[src/rtl/fetch_pkg.sv]
// Shared types and constants for the instruction-fetch stage.
package fetch_pkg;

   typedef enum logic [1:0] {
      S_IDLE,
      S_WAIT,
      S_HOLD,
      S_DROP
   } fetch_state_t;

   localparam logic [31:0] NOP_INST = 32'h0;
   localparam int unsigned PC_STEP  = 4;

endpackage

[src/rtl/fetch_perf_ctr.sv]
// Saturating 32-bit event counter used by the fetch stage performance monitors.
module fetch_perf_ctr (
   input  logic        clk_i,
   input  logic        rst_i,
   input  logic        inc_i,
   output logic [31:0] count_o
);

   logic [31:0] count_q;
   logic [31:0] count_d;

   // Sticks at all-ones instead of wrapping.
   always_comb begin
      count_d = count_q;
      if (inc_i && (count_q != 32'hFFFF_FFFF)) begin
         count_d = count_q + 32'd1;
      end
   end

   always_ff @(posedge clk_i) begin
      if (rst_i) begin
         count_q <= '0;
      end else begin
         count_q <= count_d;
      end
   end

   assign count_o = count_q;

endmodule

[src/rtl/if_fetch_unit.sv]
// Instruction-fetch stage: owns the PC, runs the I-mem req/ack handshake and feeds IF/ID.
// Define FETCH_PERF_EN to build the fetched/dropped saturating counters; otherwise they read 0.
module if_fetch_unit
   import fetch_pkg::*;
#(
   parameter int              XLEN     = 32,
   parameter logic [XLEN-1:0] RESET_PC = '0
) (
   input  logic            clk_i,
   input  logic            rst_i,
   input  logic            stall_i,
   input  logic            redirect_i,
   input  logic [XLEN-1:0] redirect_pc_i,
   output logic            imem_req_o,
   output logic [XLEN-1:0] imem_addr_o,
   input  logic            imem_ack_i,
   input  logic [31:0]     imem_rdata_i,
   output logic [31:0]     inst_o,
   output logic [XLEN-1:0] pc_o,
   output logic            valid_o,
   output logic [31:0]     perf_fetch_o,
   output logic [31:0]     perf_drop_o
);

   fetch_state_t    state_q, state_d;
   logic [XLEN-1:0] pc_q, pc_d;
   logic [XLEN-1:0] req_addr_q, req_addr_d;
   logic [31:0]     inst_q, inst_d;
   logic [XLEN-1:0] pc_out_q, pc_out_d;
   logic            valid_q, valid_d;

   logic [XLEN-1:0] redirect_tgt;
   logic            consume;

   assign redirect_tgt = redirect_pc_i & ~XLEN'(3);
   assign consume      = valid_q & ~stall_i & ~redirect_i;

   // NOTE: every always_comb output gets a default first so no path leaves it unassigned (no latch).
   always_comb begin
      state_d    = state_q;
      pc_d       = pc_q;
      req_addr_d = req_addr_q;
      inst_d     = inst_q;
      pc_out_d   = pc_out_q;
      valid_d    = valid_q;

      unique case (state_q)
         S_IDLE: begin
            state_d = S_WAIT;
            if (redirect_i) pc_d = redirect_tgt;
         end
         S_WAIT: begin
            // Remember the address on the bus in case a redirect turns this into S_DROP.
            req_addr_d = pc_q;
            if (redirect_i) begin
               pc_d    = redirect_tgt;
               state_d = imem_ack_i ? S_WAIT : S_DROP;
            end else if (imem_ack_i) begin
               inst_d   = imem_rdata_i;
               pc_out_d = pc_q;
               valid_d  = 1'b1;
               state_d  = S_HOLD;
            end
         end
         S_HOLD: begin
            if (redirect_i) begin
               pc_d     = redirect_tgt;
               valid_d  = 1'b0;
               inst_d   = NOP_INST;
               pc_out_d = '0;
               state_d  = S_WAIT;
            end else if (consume) begin
               pc_d     = pc_out_q + XLEN'(PC_STEP);
               valid_d  = 1'b0;
               inst_d   = NOP_INST;
               pc_out_d = '0;
               state_d  = S_WAIT;
            end
         end
         S_DROP: begin
            if (redirect_i) pc_d = redirect_tgt;
            if (imem_ack_i) state_d = S_WAIT;
         end
         default: state_d = S_IDLE;
      endcase
   end

   // NOTE: sequential state uses non-blocking assignments only; the comb block above uses blocking.
   always_ff @(posedge clk_i) begin
      if (rst_i) begin
         state_q    <= S_IDLE;
         pc_q       <= RESET_PC;
         req_addr_q <= '0;
         inst_q     <= NOP_INST;
         pc_out_q   <= '0;
         valid_q    <= 1'b0;
      end else begin
         state_q    <= state_d;
         pc_q       <= pc_d;
         req_addr_q <= req_addr_d;
         inst_q     <= inst_d;
         pc_out_q   <= pc_out_d;
         valid_q    <= valid_d;
      end
   end

   // An abandoned-by-redirect request keeps its original address until memory acks it.
   assign imem_req_o  = (state_q == S_WAIT) || (state_q == S_DROP);
   assign imem_addr_o = (state_q == S_DROP) ? req_addr_q : pc_q;
   assign inst_o      = inst_q;
   assign pc_o        = pc_out_q;
   assign valid_o     = valid_q;

`ifdef FETCH_PERF_EN
   logic drop_evt;

   assign drop_evt = ((state_q == S_HOLD) & redirect_i)
                   | ((state_q == S_DROP) & imem_ack_i)
                   | ((state_q == S_WAIT) & imem_ack_i & redirect_i);

   fetch_perf_ctr u_fetch_ctr (
      .clk_i   (clk_i),
      .rst_i   (rst_i),
      .inc_i   (consume),
      .count_o (perf_fetch_o)
   );

   fetch_perf_ctr u_drop_ctr (
      .clk_i   (clk_i),
      .rst_i   (rst_i),
      .inc_i   (drop_evt),
      .count_o (perf_drop_o)
   );
`else
   assign perf_fetch_o = '0;
   assign perf_drop_o  = '0;
`endif

endmodule

[config.mk]
export PLATFORM = sky130hd
export DESIGN_NAME = if_fetch_unit
export DESIGN_NICKNAME = d
export VERILOG_FILES = /design/src/rtl/fetch_pkg.sv /design/src/rtl/fetch_perf_ctr.sv /design/src/rtl/if_fetch_unit.sv
export SDC_FILE = /design/constraint.sdc
export NUM_CORES = 1
export LEC_CHECK = 0
export ABC_CLOCK_PERIOD_IN_PS = 2250
export BUFFER_PORTS_ARGS = -buffer_cell sky130_fd_sc_hd__buf_2
export CELL_PAD_IN_SITES_DETAIL_PLACEMENT = 1
export CELL_PAD_IN_SITES_GLOBAL_PLACEMENT = 1
export CORE_ASPECT_RATIO = 0.8
export CORE_MARGIN = 1
export CORE_UTILIZATION = 25
export CTS_CLUSTER_SIZE = 20
export DETAILED_ROUTE_END_ITERATION = 8
export PLACE_DENSITY_LB_ADDON = 0.1
export SYNTH_ARGS = -nofsm -noshare
export SYNTH_HDL_FRONTEND = slang
export SYNTH_SLANG_ARGS = --single-unit
[constraint.sdc]
create_clock -name clk_i -period 2.25 [get_ports clk_i]
set_input_delay 0.45 -clock clk_i [delete_from_list [all_inputs] [get_ports clk_i]]
set_output_delay 0.45 -clock clk_i [all_outputs]
set_load 0.01 [all_outputs]
Word level (Yosys, flattened, before mapping)
Cells that the tools add are included.

operators by class
  add/subtract/negate cells = 1
  $mul = 0
  divide/modulo/power cells = 0
  $lt $le $gt $ge = 0
  eq/ne operators = 9
  shifts and indexed selects = 0
  multiplexer cells = 25
  bitwise logic cells = 4
  reduce and logical (&&, ||, !) cells = 7

operator list
  kind                   number
  $mux 32                10
  $pmux 32 s2            3
  $add 32x3->32 const B  1
  $mux 2                 6
  $pmux 2 s4             1
  $ne 2x2->1 const B     3
  $ne 3x3->1 const B     2
  $eq 2x2->1 const B     2
  $mux 1                 4
  $reduce_and 4->1       1
  $reduce_and 3->1       1
  $reduce_or 3->1        1
  $and 1x1->1            2
  $eq 2x1->1 const B     1
  $logic_not 2->1        1
  $ne 2x1->1 const B     1
  $not 1->1              2
  $pmux 1 s2             1
  $reduce_and 2->1       1
  $reduce_bool 2->1      1
  $logic_or 1x1->1       1

word-level totals
  bits in registers = 131
  latch bits = 0
  bits in writable memories = 0
  ROM bits = 0
  memories kept = 0

Longest topological paths before layout
  word-level depth = 6
  gate-level depth with buffers = 9

Least setup slack after synthesis
No wires, ideal clock.

  path type = reg-to-output
  start point = reg state_q[0]
  end point = out imem_addr_o[10]
  arrival time = 1309 ps
  path slack = 491 ps
  cell stages (with the launch flop) = 5
  path through = dfxtp_1 > buf_2 > nand2_1 > buf_1 > mux2_2

between the ends
  longest elaborated chain between the ends = 2

RTL lines
  item                    line                  text
  from (decl)             if_fetch_unit.sv:25   fetch_state_t state_q, state_d;
  from (signal assigned)  if_fetch_unit.sv:98   state_q <= state_d;
  $eq 2x2->1              if_fetch_unit.sv:109  assign imem_addr_o = (state_q == S_DROP) ? req_addr_q : pc_q;
  $mux 32                 if_fetch_unit.sv:109
  to (decl)               if_fetch_unit.sv:15   output logic [XLEN-1:0] imem_addr_o,

No other way between the ends.

Worst setup path after layout
  start point = reg state_q[0]
  end point = out imem_addr_o[30]

The elaborated chain is that of the path after synthesis.

==> run metrics <==
worst setup path category=reg2out; clock network fraction of design power=around 47%; Chip Width=177 um; met1 wire length=10400 um; switching power share of the total=25.3%; total congestion overflow=0; reg2reg end=pc_q[28]; CTS Buf Count=17; shortest clock period the worst path allows after layout=2120 ps; final hold vios=0; leakage power total=3.34 nW; cell area power density=748 nW/um^2; global-route total usage across every layer=about 17%; library cell contributing the largest single delay on the critical path=sky130_fd_sc_hd__mux2_2; via count of the first global-routing pass=5671; synth unique cells=41; maximum frequency from static timing analysis=0.471 GHz; total via count after detailed routing=5568; clock tree from TritonCTS=built; std cell rows=50; NumNets Final=about 950; DRC marker count from the first detailed-route iteration=209; clock root cell=sky130_fd_sc_hd__clkbuf_16; Worst-Margin Slew=522 ps; crit path DAT=1670 ps; relative slew slack=65.1%; Yosys warning count=0; clock skew after layout=9.22 ps; GP Congestion=0.728; clock buffer depth=2; number of flip-flops and latches in the synthesized netlist=131; CP Capture Type=primary output; count of max-cap constraint violations=0; sequential-to-total area share from yosys stat=~43%; Post-synth EDFFs=0; post-DP HPWL=14700 um; post-synthesis async set-or-reset flop share=0%; total power=5.80 mW; area added between synthesis and finish=26.3%; number of clock sinks=131; status=completed; critical hold path startpoint=imem_rdata_i[12]; number of inserted diodes=0; buffers inserted by post-CTS timing repair=0; per-instance average area after synthesis=8.49 sq um; routed via count divided by cell count=around 4.6; Die Height=around 140 um; Worst VDD drop=roughly 420 uV; Gate power share=10.7%; met3 routed wirelength=1040 um; main flop type after synthesis=sky130_fd_sc_hd__dfxtp_1; total wirelength of the detailed-routed design=21300 um; Hold/Removal Path Class=in2reg; internal power=4.33 mW; unrepaired setup endpoints after global routing=false; final routed wire length divided by cell count=17.7 um; depth of the worst register-to-register path=7; # IOs=231; register share of total power=42.7%; final total negative setup slack=0 ps; CTS H-tree depth=4; synthesized area=6130 sq um; Slew Limit Fails=0; number of routed nets with antenna violations=0; clock insertion delay at the later pin of the skew report=420 ps; beginning of the worst register-to-register path=pc_o[2]; data required time of the worst path=1800 ps; largest driver fanout on the critical path=24; overall die area=approximately 25000 sq um; cells after synthesis=722; longest individual stage delay on the worst path=between 300 and 400 ps; starting density of the core=25.9%; utilization after layout=32.7%; Worst Hold Endpoint=inst_o[12]; Met2 Routed Length=9840 um; remaining routing DRC violations=0; layout cell share with drive strength beyond 1=about 30%; setup violation total in the final timing report=0; First-pass DRT Iterations=7; final period utilization=a little over nine tenths; largest net degree at the start of global routing=88; switching power=1.47 mW; crit-path cells=nand2_1, buf_12, mux2_2, buf_2; Core Box Area=approximately 24000 sq um; antenna violations before repair=0; top routing layer in use=met4; register-to-register path setup slack=roughly 290 ps; Hold Crit Depth=3; startpoint class of the critical path=register; first-pass GRT wire length=32300 um; Clock Pin Slew Worst Setup and Hold Paths=~50 ps; number of port buffers=164
==> flip-flops by register name (all words and copies together), names as in the netlist <==
register,flops
inst_o,32
pc_o,32
pc_q,32
req_addr_q,32
state_q,2
valid_o,1
==> metal layers <==
layer	track usage (%)	up-vias
met1	22.7	2728
met5	0	-
li1	-	2692
met2	27.2	140
met3	4.30	8
met4	3.45	0
==> worst max-delay path: cells and delay by family (launching register included) <==
| family | cells | cell delay [ps] |
|---|---|---|
| multiplexers | 1 | 380 |
| AND/OR/NAND/NOR | 1 | 140 |
| flip-flops | 1 | 360 |
| buffers and inverters | 2 | 370 |
==> kinds of logic after synthesis <==
group | after synthesis | synth area share (%)
buf+inv | 121 | 11.6
compound gates | 168 | 17.7
mux | 34 | 6.20
xor+xnor | 26 | 3.71
other cells | 1 | 0.0611
simple gates | 240 | 17.7
flops | 131 | 42.8
fa+ha+maj | 1 | 0.204
==> timing repair <==
action / CTS / global route
endpoints found under the setup margin: 0 / 32
resized for setup: 0 / 2
hold buffers: 0 / 0
==> final cells by class <==
| cell class | count | area (sq um) |
|---|---|---|
| well taps | 312 | 390 |
| flip-flops and latches | 131 | 2630 |
| clock inverters | 5 | 77.6 |
| fillers | 2806 | 16000 |
| clock buffers | 24 | 482 |
| repair buffers | 193 | 1090 |
| inverters | 6 | 22.5 |
| multi-input cells | 533 | 3060 |
==> cells in the mapped netlist (2+ instances only) <==
cell                       instances  area [sq um]
sky130_fd_sc_hd__buf_4            64           480
sky130_fd_sc_hd__nor2_1           98           368
sky130_fd_sc_hd__nor3_1            4          20.0
sky130_fd_sc_hd__a311o_1           2          20.0
sky130_fd_sc_hd__or3_1             3          18.8
sky130_fd_sc_hd__inv_1             6          22.5
sky130_fd_sc_hd__a211oi_2          2          25.0
sky130_fd_sc_hd__buf_1             5          18.8
sky130_fd_sc_hd__nand2_1          86           323
sky130_fd_sc_hd__a22oi_1          65           488
sky130_fd_sc_hd__buf_2            15          75.1
sky130_fd_sc_hd__o221ai_1          5          43.8
sky130_fd_sc_hd__xnor2_1           7          61.3
sky130_fd_sc_hd__nand2b_1          4          25.0
sky130_fd_sc_hd__xor2_1           19           166
sky130_fd_sc_hd__mux2i_1           2          20.0
sky130_fd_sc_hd__mux2_2           32           360
sky130_fd_sc_hd__clkbuf_1         31           116
sky130_fd_sc_hd__a31oi_1           2          12.5
sky130_fd_sc_hd__o21ai_0          10          50.1
sky130_fd_sc_hd__a21oi_1          64           320
sky130_fd_sc_hd__and4_1            2          17.5
sky130_fd_sc_hd__a211oi_1          7          52.6
sky130_fd_sc_hd__o22ai_1           9          56.3
sky130_fd_sc_hd__nor2b_1           2          12.5
sky130_fd_sc_hd__nand4_1          10          62.6
sky130_fd_sc_hd__and3_1            6          37.5
sky130_fd_sc_hd__nor3b_1           8          60.1
sky130_fd_sc_hd__dfxtp_1         131          2620
sky130_fd_sc_hd__nand3_1          10          50.1
==> worst max path at each step <==
stage                           end  startpoint  cells after the start
global placement            pc_o[7]  redirect_i                      7
global route        imem_addr_o[18]  state_q[0]                      4
finish              imem_addr_o[30]  state_q[0]                      4
floorplan           imem_addr_o[10]  state_q[0]                      4
detailed placement       inst_o[22]  redirect_i                      7
CTS                 imem_addr_o[30]  state_q[0]                      4
==> cells in the final DEF (no fill, tap or decap), types with 3 or more instances in the layout <==
cell type	Yosys	routed
sky130_fd_sc_hd__buf_2	15	163
sky130_fd_sc_hd__dfxtp_1	131	129
sky130_fd_sc_hd__nor2_1	98	97
sky130_fd_sc_hd__nand2_1	86	86
sky130_fd_sc_hd__a22oi_1	65	65
sky130_fd_sc_hd__conb_1	1	64
sky130_fd_sc_hd__a21oi_1	64	63
sky130_fd_sc_hd__mux2_2	32	32
sky130_fd_sc_hd__buf_4	64	26
sky130_fd_sc_hd__xor2_1	19	19
sky130_fd_sc_hd__clkbuf_16	0	17
sky130_fd_sc_hd__o21ai_0	10	10
sky130_fd_sc_hd__nand3_1	10	10
sky130_fd_sc_hd__nand4_1	10	10
sky130_fd_sc_hd__o22ai_1	9	9
sky130_fd_sc_hd__nor3b_1	8	7
sky130_fd_sc_hd__a211oi_1	7	7
sky130_fd_sc_hd__xnor2_1	7	7
sky130_fd_sc_hd__inv_1	6	6
sky130_fd_sc_hd__and3_1	6	6
sky130_fd_sc_hd__o221ai_1	5	5
sky130_fd_sc_hd__nand2b_1	4	4
sky130_fd_sc_hd__nor3_1	4	4
sky130_fd_sc_hd__clkbuf_1	31	4
sky130_fd_sc_hd__buf_12	0	4
sky130_fd_sc_hd__or3_1	3	3
sky130_fd_sc_hd__clkbuf_8	0	3
==> power by group through the flow <==
stage                     clock (mW)  combinational [mW]  sequential, mW
final                           2.70               0.623            2.48
after global routing            2.91               0.685            2.49
after CTS                       2.79               0.631            2.48
after detailed placement           0               0.628            2.53
after global placement             0               0.617            2.52
after floorplan                    0               0.443            2.52
==> per-stage QoR <==
stage | setup WS (ps) | hold slack [ps] | instances | area, sq um
2_1_floorplan | 491 | 434 | 785 | 6370
3_3_place_gp | 307 | 440 | 1175 | 7190
3_5_place_dp | 224 | 447 | 1175 | 7190
4_1_cts | 12.1 | 270 | 1204 | 7750
5_1_grt | 40.9 | 279 | 1204 | 7750
6_report | 128 | 288 | 1204 | 7750
Power figures use the tool's default switching activity.
